--- src/rtl/norm_lzc_pipe.sv ---
// ---------------------------------------------------------------------------
// norm_lzc_pipe
//   Three-stage normaliser. Takes an unsigned magnitude and returns it
//   left-justified, together with the shift applied (leading-zero count), the
//   bit index of the leading one and a zero flag. A sideband tag travels with
//   every sample.
//
//   Stage 1 : register input data/tag
//   Stage 2 : register leading-zero tree result (valid bit + count)
//   Stage 3 : barrel shift + exponent subtraction, register outputs
//
// Ports
//   clk, rst            clock (rising edge), synchronous active-high reset
//   in_valid/in_ready   upstream handshake
//   in_data, in_tag     magnitude (bit WIDTH-1 is the MSB) and sideband tag
//   out_valid/out_ready downstream handshake
//   out_mant            in_data << lzc, zero for a zero input
//   out_lzc, out_exp    leading-zero count and WIDTH-1-lzc, zero for zero input
//   out_zero            input was all zeros
//   out_tag             tag belonging to this sample
//
// Backpressure stalls the whole pipeline: when the output holds a valid
// sample that is not being taken, every stage (bubbles included) holds.
// ---------------------------------------------------------------------------
module norm_lzc_pipe #(
    parameter int WIDTH = 16,
    parameter int TAG_W = 4,
    localparam int LZW = $clog2(WIDTH)
) (
    input  logic             clk,
    input  logic             rst,
    input  logic             in_valid,
    output logic             in_ready,
    input  logic [WIDTH-1:0] in_data,
    input  logic [TAG_W-1:0] in_tag,
    output logic             out_valid,
    input  logic             out_ready,
    output logic [WIDTH-1:0] out_mant,
    output logic [LZW-1:0]   out_lzc,
    output logic [LZW-1:0]   out_exp,
    output logic             out_zero,
    output logic [TAG_W-1:0] out_tag
);

    localparam logic [LZW-1:0] MAX_IDX = LZW'(WIDTH - 1);

    // Pipeline state
    logic             v1_reg, v2_reg, v3_reg;
    logic [WIDTH-1:0] d1_reg, d2_reg;
    logic [TAG_W-1:0] t1_reg, t2_reg;
    logic             nz2_reg;
    logic [LZW-1:0]   lzc2_reg;

    logic [WIDTH-1:0] mant_reg;
    logic [LZW-1:0]   lzc_reg;
    logic [LZW-1:0]   exp_reg;
    logic             zero_reg;
    logic [TAG_W-1:0] tag_reg;

    logic             stall;

    assign stall    = v3_reg && !out_ready;
    assign in_ready = !stall;

    // -----------------------------------------------------------------------
    // Leading-zero tree on stage-1 data, stored as a binary heap: node k has
    // children 2k and 2k+1, root is node 1, leaves are WIDTH..2*WIDTH-1.
    // Leaf WIDTH+i holds b[i], where b[0] is the MSB of the data.
    // A node's count is the left count if the left half has a one, otherwise
    // the right count plus the left half's width.
    // -----------------------------------------------------------------------
    logic [2*WIDTH-1:1]            v_h;
    logic [2*WIDTH-1:1][LZW-1:0]   p_h;

    generate
        for (genvar gi = 0; gi < WIDTH; gi++) begin : gen_leaf
            assign v_h[WIDTH+gi] = d1_reg[WIDTH-1-gi];
            assign p_h[WIDTH+gi] = '0;
        end
        for (genvar gl = 0; gl < LZW; gl++) begin : gen_lvl
            localparam logic [LZW-1:0] HALF = LZW'(WIDTH >> (gl + 1));
            for (genvar gn = 0; gn < (1 << gl); gn++) begin : gen_node
                localparam int K = (1 << gl) + gn;
                assign v_h[K] = v_h[2*K] | v_h[2*K+1];
                assign p_h[K] = v_h[2*K] ? p_h[2*K] : (p_h[2*K+1] | HALF);
            end
        end
    endgenerate

    // -----------------------------------------------------------------------
    // Logarithmic barrel shifter on stage-2 data, one stage per count bit.
    // -----------------------------------------------------------------------
    logic [LZW:0][WIDTH-1:0] sh;

    assign sh[0] = d2_reg;
    generate
        for (genvar gi = 0; gi < LZW; gi++) begin : gen_shift
            assign sh[gi+1] = lzc2_reg[gi] ? (sh[gi] << (1 << gi)) : sh[gi];
        end
    endgenerate

    logic [WIDTH-1:0] mant_next;
    logic [LZW-1:0]   lzc_next;
    logic [LZW-1:0]   exp_next;

    always_comb begin
        mant_next = '0;
        lzc_next  = '0;
        exp_next  = '0;
        if (nz2_reg) begin
            mant_next = sh[LZW];
            lzc_next  = lzc2_reg;
            exp_next  = MAX_IDX - lzc2_reg;
        end
    end

    // -----------------------------------------------------------------------
    // Stage registers. Data registers only load behind a valid bit so that
    // bubbles never disturb the held output fields.
    // -----------------------------------------------------------------------
    always_ff @(posedge clk) begin
        if (rst) begin
            v1_reg   <= 1'b0;
            v2_reg   <= 1'b0;
            v3_reg   <= 1'b0;
            d1_reg   <= '0;
            t1_reg   <= '0;
            d2_reg   <= '0;
            t2_reg   <= '0;
            nz2_reg  <= 1'b0;
            lzc2_reg <= '0;
            mant_reg <= '0;
            lzc_reg  <= '0;
            exp_reg  <= '0;
            zero_reg <= 1'b0;
            tag_reg  <= '0;
        end else if (!stall) begin
            v1_reg <= in_valid;
            if (in_valid) begin
                d1_reg <= in_data;
                t1_reg <= in_tag;
            end

            v2_reg <= v1_reg;
            if (v1_reg) begin
                d2_reg   <= d1_reg;
                t2_reg   <= t1_reg;
                nz2_reg  <= v_h[1];
                lzc2_reg <= p_h[1];
            end

            v3_reg <= v2_reg;
            if (v2_reg) begin
                mant_reg <= mant_next;
                lzc_reg  <= lzc_next;
                exp_reg  <= exp_next;
                zero_reg <= !nz2_reg;
                tag_reg  <= t2_reg;
            end
        end
    end

    assign out_valid = v3_reg;
    assign out_mant  = mant_reg;
    assign out_lzc   = lzc_reg;
    assign out_exp   = exp_reg;
    assign out_zero  = zero_reg;
    assign out_tag   = tag_reg;

endmodule

--- config.mk ---
export PLATFORM = sky130hd
export DESIGN_NAME = norm_lzc_pipe
export DESIGN_NICKNAME = d
export VERILOG_FILES = /design/src/rtl/norm_lzc_pipe.sv
export SDC_FILE = /design/constraint.sdc
export NUM_CORES = 1
export LEC_CHECK = 0
export ABC_AREA = 1
export BUFFER_PORTS_ARGS = -buffer_cell sky130_fd_sc_hd__buf_2
export CAP_MARGIN = 20
export CELL_PAD_IN_SITES_DETAIL_PLACEMENT = 2
export CELL_PAD_IN_SITES_GLOBAL_PLACEMENT = 2
export CORE_ASPECT_RATIO = 0.5
export CORE_UTILIZATION = 33
export DETAILED_ROUTE_END_ITERATION = 10
export PLACE_DENSITY = 0.84
export SYNTH_ARGS = -nofsm -noshare
export SYNTH_HDL_FRONTEND = slang
export SYNTH_SLANG_ARGS = --single-unit
--- constraint.sdc ---
create_clock -name clk -period 2.1 [get_ports clk]
set_clock_uncertainty 0.15 [all_clocks]
set_input_delay 0.42 -clock clk [delete_from_list [all_inputs] [get_ports clk]]
set_output_delay 0.42 -clock clk [all_outputs]
set_load 0.01 [all_outputs]
==> metrics.csv <==
stage,metric,value,unit
outcome,status,"finished, final reports clean",
yosys,Synth area leader,dfxtp_1,
flow_run,maxcap violations,0,
yosys,yosys warns,0,
setup_path,WP data arrival,1.91,ns
timing,hold_ws,0.181,ns
yosys,ys async rst share,0,%
yosys,sequential element share of the synthesized area,45.5,%
yosys,syn avg cell area,7.13,µm²
detailed_routing,via/cell ratio,5.06,
timing,Pins Over Slew Limit,0,
detailed_routing,vias,3345,
floorplanning,die area,10700,µm²
clock_network,CTS Sinks,77,
layout,multi-input logic area,1530,µm²
global_routing,pin count of the biggest net entering global routing,51,
timing,Final Hold Viols,0,
placed_design,Place WS,0.165,ns
detailed_routing,DRT Pass-1 Iters,4,
timing,final setup fails,0,
yosys,"Cell Area, Synth",3390,µm²
setup_path,CP max stage cell,clkinv_1,
yosys,Syn Inst Count,475,
timing,headroom to the max-slew limit,64.9,%
layout,ANT cells,0,
layout,fill count,1163,
power_and_ir_drop,cell leakage power,1.83,nW
hold_path,HP Class,in -> reg,
clock_network,CTS tree,done,
global_routing,initial antenna violation count,0,
power_and_ir_drop,PnR Total Power,3.81,mW
floorplanning,FP Rows,25,
layout,Area Overhead vs Synth,20.4,%
yosys,ys flop type,dfxtp_1,
floorplanning,Initial Util,34.9,%
clock_network,cts bufs inserted,9,
clock_network,Max H-tree Level,3,
floorplanning,core area,9700,µm²
setup_path,worst path cell trace,"nand2_4, inv_2, nor2_4, clkinv_1, a21oi_1, o21ai_0, inv_1",
global_routing,remaining global-route overflow,0,
clock_network,hold buffers post-CTS,0,
clock_network,Clock transition at path regs,0.06,ns
placed_design,placed insts,645,
power_and_ir_drop,Power Density,933,nW/µm²
yosys,synth top area cells,"dfxtp_1 45%, nand2_1 11%, nand3_1 8.6%, a21oi_1 7.8%, o21ai_0 7.8%",
layout,Final #Nets,545,
setup_path,Worst Path Max Fanout,18,
global_routing,GRT Overall Usage,23.0,%
detailed_routing,routed wire length,11300,µm
setup_path,CP Class,reg -> reg,
floorplanning,Die W,145,µm
setup_path,Worst setup SP type,register,
detailed_routing,DRT iter0 DRCs,161,
layout,fraction of layout cells with a size suffix above 1,16.7,%
placed_design,Detailed Place HPWL,7480,µm
global_routing,first-pass GRT wire length,18800,µm
yosys,net count after synthesis,499,
timing,Fmax,566,MHz
clock_network,postcts setup bufs,0,
layout,Final Non-Filler Cells,661,
clock_network,root buffer cell,clkbuf_16,
clock_network,# resized after CTS,0,
yosys,Cell variety after synth,24,
detailed_routing,Avg WL per Cell,17.1,µm
timing,Post-Route Setup TNS,0,ns
setup_path,critical path capture point type,register,
timing,unrepaired setup endpoints after global routing,no,
power_and_ir_drop,worst vdd ir,0.410,mV
yosys,Yosys top cell area share,45.5,%
yosys,Post-synth EDFFs,0,
clock_network,clock latency on the worst-skew pair,0.34,ns
timing,Tightest Pin Transition,0.527,ns
floorplanning,I/O pins,55,
setup_path,worst path required time,2.24,ns
floorplanning,DIE HEIGHT,73.7,µm
detailed_routing,DRC,0,
yosys,Seq cells post-synth,77,
timing,Final period util,84.2,%
layout,Sequential Area,1540,µm²
setup_path,CP max stage delay,0.35,ns
detailed_routing,antenna violation net count after detailed routing,0,
timing,final setup margin,0.332,ns
global_routing,vias in the first global route,3506,
placed_design,# port buffers,54,
timing,minimum clock period,1.77,ns
placed_design,RD Place Congestion,0.797,
clock_network,clock tree buffer depth,2,
## layer usage
metal	global-route usage (%)	part of all wire (%)
met1	30.0	49
met2	38.0	45
met3	5.28	4.3
met4	7.49	1.6
met5	0	0
## worst max-delay path, delay by kind of cell, from the launching register on
family / cells / cell delay [ns]
flops: 1 / 0.33
compound gates: 2 / 0.32
buf+inv: 3 / 0.49
simple gates: 2 / 0.43
## placed cells by master (no fill, tap or decap), drive strengths merged
cell and count:
nand2 105, a22oi 9, clkinv 3, nor3 1
buf 64, clkbuf 9, a31oi 1, inv 40
o21ai 53, o21bai 1, nor2 46, nand3 58
dfxtp 77, o21a 3, clkinvlp 1, bufinv 2
a21oi 53
## cell type report
| type | instances | area share (%) |
|---|---|---|
| Clock buffer | 9 | 5.52 |
| Clock inverter | 7 | 2.58 |
| Inverter | 39 | 3.65 |
| Multi-Input combinational cell | 330 | 37.6 |
| Sequential cell | 77 | 37.8 |
| Tap cell | 135 | 4.14 |
| Timing Repair Buffer | 64 | 8.77 |
## cells in the mapped netlist, drive strengths merged (3+ instances only)
| cell | number |
|---|---|
| dfxtp | 77 |
| nand3 | 58 |
| buf | 20 |
| o21ai | 53 |
| a21oi | 53 |
| a22oi | 9 |
| clkbuf | 9 |
| inv | 38 |
| nand2 | 105 |
| o21a | 3 |
| nor2 | 46 |
## per-stage QoR
step / instance area (µm²) / util (%)
floorplan: 3390 / -
global placement: 3750 / 38.7
detailed placement: 3750 / 38.7
CTS: 4080 / 42.1
global route: 4080 / 42.1
finish: 4080 / 42.1
## kinds of logic (layout without fill, tap and decap cells)
logic type,after synthesis,count (layout),synth area share [%]
AO/OA/AOI/OAI,120,120,18.7
AND/OR/NAND/NOR,210,210,26.5
flip-flops,77,77,45.5
buffers and inverters,68,119,9.27
## power breakdown
part | internal (mW) | switching [mW] | total, mW
clock | 1.06 | 0.680 | 1.74
sequential | 1.54 | 0.0578 | 1.59
combinational | 0.148 | 0.328 | 0.476
## path summary, 6_finish.rpt
check / slack [ns] / endpoint / startpoint / cells after the start
worst max-delay path: 0.33 / nz2_reg / out_valid / 7
worst min-delay path: 0.18 / t1_reg[2] / in_tag[2] / 3
worst max register to register: 0.33 / nz2_reg / out_valid / 7
worst min register to register: 0.31 / out_mant[0] / out_mant[0] / 2
Note: power is estimated with default switching activity, not from simulation.
